## src/rtl/pc_fetch_unit.sv

```systemverilog
// Program counter at the head of fetch: boot/run/halt control, redirect select, fetch request.
// Latency: redirect or increment visible on pc_o one cycle after the deciding edge; req_valid_o is combinational from state.
// Backpressure: pc_o and req_valid_o hold while req_ready_i is low or stall_i is high; traps override both.
module pc_fetch_unit #(
    parameter int unsigned         PC_WIDTH     = 32,
    parameter logic [PC_WIDTH-1:0] RESET_VECTOR = '0,
    parameter int unsigned         INCREMENT    = 4,
    parameter int unsigned         ALIGN_BITS   = 2,
    parameter int unsigned         COUNT_WIDTH  = 16
) (
    input  logic                   clk,
    input  logic                   rst,
    input  logic                   soft_reset_i,
    input  logic                   halt_i,
    input  logic                   stall_i,
    input  logic                   trap_valid_i,
    input  logic [PC_WIDTH-1:0]    trap_target_i,
    input  logic                   branch_valid_i,
    input  logic [PC_WIDTH-1:0]    branch_target_i,
    input  logic                   req_ready_i,
    output logic                   req_valid_o,
    output logic [PC_WIDTH-1:0]    pc_o,
    output logic [PC_WIDTH-1:0]    pc_next_seq_o,
    output logic                   misaligned_o,
    output logic [1:0]             state_o,
    output logic [COUNT_WIDTH-1:0] fetch_count_o
);

    localparam logic [1:0] BOOT   = 2'd0;
    localparam logic [1:0] RUN    = 2'd1;
    localparam logic [1:0] HALTED = 2'd2;

    // Low bits a legal PC must keep at zero; redirect targets are cleared with this mask.
    localparam logic [PC_WIDTH-1:0] ALIGN_MASK = PC_WIDTH'((64'd1 << ALIGN_BITS) - 64'd1);
    localparam logic [PC_WIDTH-1:0] STEP       = PC_WIDTH'(INCREMENT);

    // Parameter sanity: a bad combination stops elaboration rather than producing odd addresses.
    if (PC_WIDTH <= ALIGN_BITS) begin : g_bad_width
        $error("pc_fetch_unit: PC_WIDTH must exceed ALIGN_BITS");
    end
    if ((INCREMENT % (1 << ALIGN_BITS)) != 0) begin : g_bad_increment
        $error("pc_fetch_unit: INCREMENT must be a multiple of 2**ALIGN_BITS");
    end
    if ((RESET_VECTOR & ALIGN_MASK) != '0) begin : g_bad_reset_vector
        $error("pc_fetch_unit: RESET_VECTOR must be aligned");
    end

    logic [1:0]             state_q, state_n;
    logic [PC_WIDTH-1:0]    pc_q, pc_n;
    logic                   mis_q, mis_n;
    logic [COUNT_WIDTH-1:0] cnt_q;
    logic                   fire;

    assign req_valid_o   = (state_q == RUN);
    assign fire          = req_valid_o & req_ready_i & ~stall_i;
    assign pc_o          = pc_q;
    assign pc_next_seq_o = pc_q + STEP;
    assign misaligned_o  = mis_q;
    assign state_o       = state_q;
    assign fetch_count_o = cnt_q;

    // Next PC / state by fixed priority: soft reset, trap, branch, halt, fire, hold.
    always_comb begin
        pc_n    = pc_q;
        mis_n   = 1'b0;
        // BOOT lasts exactly one cycle unless something below overrides it.
        state_n = (state_q == BOOT) ? RUN : state_q;
        if (soft_reset_i) begin
            pc_n    = RESET_VECTOR;
            state_n = BOOT;
        end else if (trap_valid_i) begin
            pc_n    = trap_target_i & ~ALIGN_MASK;
            mis_n   = |(trap_target_i & ALIGN_MASK);
            state_n = RUN;
        end else if (branch_valid_i && (state_q != HALTED)) begin
            pc_n    = branch_target_i & ~ALIGN_MASK;
            mis_n   = |(branch_target_i & ALIGN_MASK);
            state_n = RUN;
        end else if (halt_i && (state_q == RUN)) begin
            // A fire in this cycle is still counted, but the PC does not advance.
            state_n = HALTED;
        end else if (fire) begin
            pc_n    = pc_q + STEP;
        end
    end

    // PC, state and misalignment pulse registers.
    always_ff @(posedge clk) begin
        if (rst) begin
            pc_q    <= RESET_VECTOR;
            state_q <= BOOT;
            mis_q   <= 1'b0;
        end else begin
            pc_q    <= pc_n;
            state_q <= state_n;
            mis_q   <= mis_n;
        end
    end

    // Accepted-fetch counter; a fire squashed by a redirect or halt is still an accepted fetch.
    always_ff @(posedge clk) begin
        if (rst || soft_reset_i) begin
            cnt_q <= '0;
        end else if (fire) begin
            cnt_q <= cnt_q + COUNT_WIDTH'(1);
        end
    end

endmodule
```

## config.mk

```make
export PLATFORM = sky130hd
export DESIGN_NAME = pc_fetch_unit
export DESIGN_NICKNAME = d
export VERILOG_FILES = /design/src/rtl/pc_fetch_unit.sv
export SDC_FILE = /design/constraint.sdc
export NUM_CORES = 1
export LEC_CHECK = 0
export CAP_MARGIN = 20
export CORE_MARGIN = 2
export CORE_UTILIZATION = 43
export DETAILED_ROUTE_END_ITERATION = 7
export PLACE_DENSITY = 0.82
export SLEW_MARGIN = 20
export SYNTH_ARGS = -nofsm -noshare
export SYNTH_HDL_FRONTEND = slang
export SYNTH_SLANG_ARGS = --single-unit
```

## constraint.sdc

```tcl
create_clock -name clk -period 3 [get_ports clk]
set_input_delay 0.75 -clock clk [delete_from_list [all_inputs] [get_ports clk]]
set_output_delay 0.75 -clock clk [all_outputs]
set_load 0.005 [all_outputs]
```

=== Word-level counts from Yosys, hierarchy flattened ===
Index checks and enable logic that the tools add are counted.
Widths: inputs -> output; s select.

* Bits in registers: 51
* Bits of input ports: 72
* Output and inout port bits: 84
* Logic and storage cells: 38

* Add/sub/neg operators: 2
* Equality and inequality tests: 3
* Mux-type cells: 10
* Bitwise operators: 4
* Reduce and logical (&&, ||, !) cells: 13

{| class="wikitable"
|+ Operators with widths
! cell !! count
|-
| $mux 32 || 4
|-
| $add 32x3->32 const B || 1
|-
| $add 16x1->16 const B || 1
|-
| $reduce_or 2->1 || 3
|-
| $mux 1 || 4
|-
| $mux 2 || 2
|-
| $reduce_and 2->1 || 2
|-
| $reduce_bool 4->1 || 1
|-
| $reduce_or 4->1 || 1
|-
| $ne 3x3->1 const B || 1
|-
| $reduce_bool 3->1 || 1
|-
| $and 1x1->1 || 2
|-
| $eq 2x1->1 const B || 1
|-
| $logic_and 1x1->1 || 2
|-
| $logic_not 2->1 || 1
|-
| $ne 2x2->1 const B || 1
|-
| $not 1->1 || 2
|-
| $reduce_bool 2->1 || 1
|-
| $logic_or 1x1->1 || 1
|}

=== Logic depth before layout (Yosys ltp) ===
* Word-level depth: 7
* Mapped depth: 8
* Depth with buffers taken out: 6

=== Least setup slack after synthesis ===
Ideal clock, no wire load.

* Path type: register -> output
* Start point: reg pc_q[22] (netlist: pc_o[22])
* End point: out pc_next_seq_o[28]
* Arrival time: 1.781 ns
* Required time: 2.250 ns
* Setup slack: 0.469 ns
* Cell stages (with the launch flop): 6
* Buffers on the path: 1
* Cells stage by stage: dfxtp_1 -> clkbuf_1 -> nand2_1 -> or4_4 -> or4_1 -> xnor2_1

* Cells in the longest elaborated chain, start to end: 1

{| class="wikitable"
|+ RTL lines
! element !! RTL line !! text
|-
| start, declared || 49 || <nowiki>logic [PC_WIDTH-1:0] pc_q, pc_n;</nowiki>
|-
| start signal, assigned || 94 || <nowiki>pc_q <= pc_n;</nowiki>
|-
| $add 32x3->32 || 57 || <nowiki>assign pc_next_seq_o = pc_q + STEP;</nowiki>
|-
| end, declared || 23 || <nowiki>output logic [PC_WIDTH-1:0] pc_next_seq_o,</nowiki>
|}

Every way passes these cells.

=== Worst setup path in the final report ===
* Start point: reg pc_q[5] (netlist: pc_o[5])
* End point: out pc_next_seq_o[11]

Same word-level chain as after synthesis.

==> results by group <==
Critical path
  • Reg2reg start: state_o[0]$_SDFFE_PP0P_
  • FF-to-FF End: pc_o[23]$_SDFFE_PP0P_
  • Crit end category: output pin
  • R2r worst-path depth: 6
  • Critical Path Start: pc_o[5]$_SDFFE_PP0P_
  • WP data arrival: around 2200 ps
  • Critical path, cell by cell: nand3_4 > buf_4 > or3_4 > nor2_1 > xor2_1 > clkdlybuf4s50_1
  • Crit path required time: 2250 ps
  • Crit start category: register
  • Crit Path Max Fanout: 9
  • CP peak stage delay: about 520 ps
  • Crit path to: pc_next_seq_o[11]
  • R2R Setup Slk: roughly 780 ps
  • CP Class: reg -> out
  • Critical path's slowest cell: clkdlybuf4s50_1

Synth
  • Area leader, netlist: dfxtp_1
  • Cell variety after synth: between 60 and 70
  • Largest family of logic cells by synthesized area: simple AND/OR/NAND/NOR gates
  • Ys async rst share: 0%
  • Sequential area share after synthesis: between 20 and 30%
  • Post-synthesis simple-gate area fraction: 31.3%
  • Post-synthesis adder-cell area fraction: 0.718%
  • EDFF count, synth: 0
  • Synthesized instance count: 461
  • Warnings from Yosys: 0
  • Compound-gate portion of the synthesized area: 21.2%
  • Multiplexer share of the synthesized area: 0.934%
  • Area contributors post-synth: dfxtp_1, xnor2_1, a21oi_1
  • Top FF cell, synth: dfxtp_1
  • Synth top area share: 28.2%
  • Synth Area per Inst: roughly 7.6 um2
  • Register bit total from synthesis: just under 50
  • Synth Area in XOR/XNOR: about an eighth
  • Synthesized cell area: 3480 um2

STA
  • Slew Viols, Final: 0
  • FMAX: 0.339 GHz
  • Clk_skew: roughly 11 ps
  • Slew margin rel.: a little over two fifths
  • Hold_ws: roughly 520 ps
  • RSZ-0062 raised after global routing: true
  • Fin crit period: 2950 ps
  • Slew at the pin with the worst max-slew slack: ~850 ps
  • Final setup viols: 0
  • Final period utilization: 98.4%
  • Final Hold Viols: 0
  • Post-route setup TNS: 0 ps

Placement
  • Final Wtd Congestion: 0.952
  • DPL Wire Length: 10600 um
  • IO buf count: about 150
  • Placed instance count: approximately 740

Floorplanning
  • IO Count: 156
  • Total Die Area: 8840 um2
  • Row count: 32
  • Die X: 94.0 um
  • Starting Density: approximately 45%
  • Placeable core area: 7810 um2
  • Die H: 94.0 um

Job
  • MaxCap Viol Count: 0

Finish
  • Layout Nets: 723
  • Finished Core Util: between 70% and 80%
  • Finished Layout Cells: about 750
  • Commonest non-fill, non-tap cell in the layout: clkdlybuf4s50_1
  • Most frequent cells in the layout: clkdlybuf4s50_1, buf_4, nand2_1
  • Antenna diodes: 0
  • Share of cells above drive strength 1: approximately a fifth
  • Layout area overhead: 64.7%

Power and ir drop
  • Lkg Pwr: ~2.2 nW
  • Peak VDD IR: about 230 uV
  • Pwr Density: 295 nW/um2

CTS
  • Clk Tree Root Cell: clkbuf_8
  • CTS Sinks: 49
  • Clock buffer depth: 2
  • Later-pin clock latency in the skew report: 310 ps
  • Num CTS Buffers: 5
  • Clk slew on worst S/H paths: 90 ps
  • Hold buffer count at cts: 0
  • CTS H-tree lvls: 2
  • CTS tree: built

Drt
  • DRT Pass-1 Iters: 6
  • Avg WL per Cell: 18.9 um
  • Total Wirelength: 14200 um
  • Post-route ant nets: 0
  • Via density: between 6 and 7
  • Via count: between 4000 and 5000
  • DRC viols: 0
  • Detailed Route Iter0 Violations: 265

Hold path
  • Hold Crit Class: reg -> reg

Global route
  • GR Overflow Total: 0
  • Vias in the first global route: 4487
  • Largest net degree at the start of global routing: 28
  • First-pass GRT wire length: 21900 um
  • Initial antenna violation count: 0
  • GRT Total Usage: 31.4%

Outcome
  • Status: finished clean
[per-stage QoR]
stage          area [um2]  power, mW  worst slack [ps]
6_report             5740       1.69              48.0
5_1_grt              5740       1.75             -49.1
4_1_cts              5640       1.68             -23.3
3_5_place_dp         5390       1.11              89.3
3_3_place_gp         5390       1.10              92.4
2_1_floorplan        3490      0.855               469
[Yosys cell counts (3+ instances only)]
library cell  instances
dfxtp_1              49
nand2_1              42
a21oi_1              38
nor2_1               38
xnor2_1              27
clkbuf_1             24
nand3_1              23
o21ai_0              23
xor2_1               20
nor3_1               16
and3_1               14
nor4_1               11
nand4_1              10
inv_1                 9
or3_1                 8
a31oi_1               7
buf_4                 6
nand2b_1              6
a211oi_1              5
and4_1                5
buf_2                 4
o211ai_1              4
a2111oi_0             3
o21a_1                3
o221ai_1              3
o22ai_1               3
o311ai_0              3
or4_1                 3
[kinds of logic (layout without fill, tap and decap cells)]
group           count (synthesis)  count (layout)
xor+xnor                       47              47
fa+ha+maj                       2               2
compound gates                115             115
mux                             3               3
flops                          49              49
simple gates                  198             198
other cells                     1               4
buf+inv                        46             232
[final cells by class]
cell class	instances	area, um2
inverter	10	37.5
fill	647	2070
multi-input combinational	369	2430
tap	102	128
clock buffer	5	68.8
sequential	49	1000
timing repair buffer	214	2000
clock inverter	3	68.8
[worst min-delay path by stage]
stage	from	endpoint	slack, ps	depth (start not counted)
after floorplan	fetch_count_o[8]$_SDFFE_PP0P_	fetch_count_o[8]$_SDFFE_PP0P_	480	2
after global placement	fetch_count_o[8]$_SDFFE_PP0P_	fetch_count_o[8]$_SDFFE_PP0P_	480	2
after detailed placement	fetch_count_o[15]$_SDFFE_PP0P_	fetch_count_o[15]$_SDFFE_PP0P_	510	2
after CTS	fetch_count_o[1]$_SDFFE_PP0P_	fetch_count_o[1]$_SDFFE_PP0P_	520	2
after global routing	fetch_count_o[15]$_SDFFE_PP0P_	fetch_count_o[15]$_SDFFE_PP0P_	560	2
final	fetch_count_o[1]$_SDFFE_PP0P_	fetch_count_o[1]$_SDFFE_PP0P_	520	2
[worst max-delay path: cells and delay by family, from the launching register on]
kind | cells | cell delay, ps
buffers and inverters | 2 | 710
XOR/XNOR | 1 | 170
flip-flops | 1 | 380
AND/OR/NAND/NOR | 3 | 630
[routing by layer]
| layer | track usage (%) | vias up | wire (um) |
|---|---|---|---|
| li1 | - | 2059 | - |
| met1 | 39.7 | 2156 | 5800 |
| met2 | 52.6 | 269 | 6730 |
| met3 | 5.38 | 43 | 1260 |
| met4 | 12.9 | 0 | 441 |
| met5 | 0 | - | 0 |
[where the power goes]
group	total, mW	switching [mW]	leakage [nW]	internal, mW
logic	0.406	0.175	1.77	0.231
clock network	0.594	0.258	0.0687	0.336
registers	0.695	0.0228	0.406	0.672
total	1.69	0.456	2.25	1.24
[state kept, by name, summed over array words and instances (netlist names)]
signal         cells
misaligned_o       1
fetch_count_o     16
pc_o              30
state_o            2
[repair_timing]
action,4_1_cts,5_1_grt
endpoints found under the setup margin,15,14
buffers inserted,4,5
pin swaps,8,7
resized for setup,40,18
No activity file was read; power rests on OpenSTA's default activity.
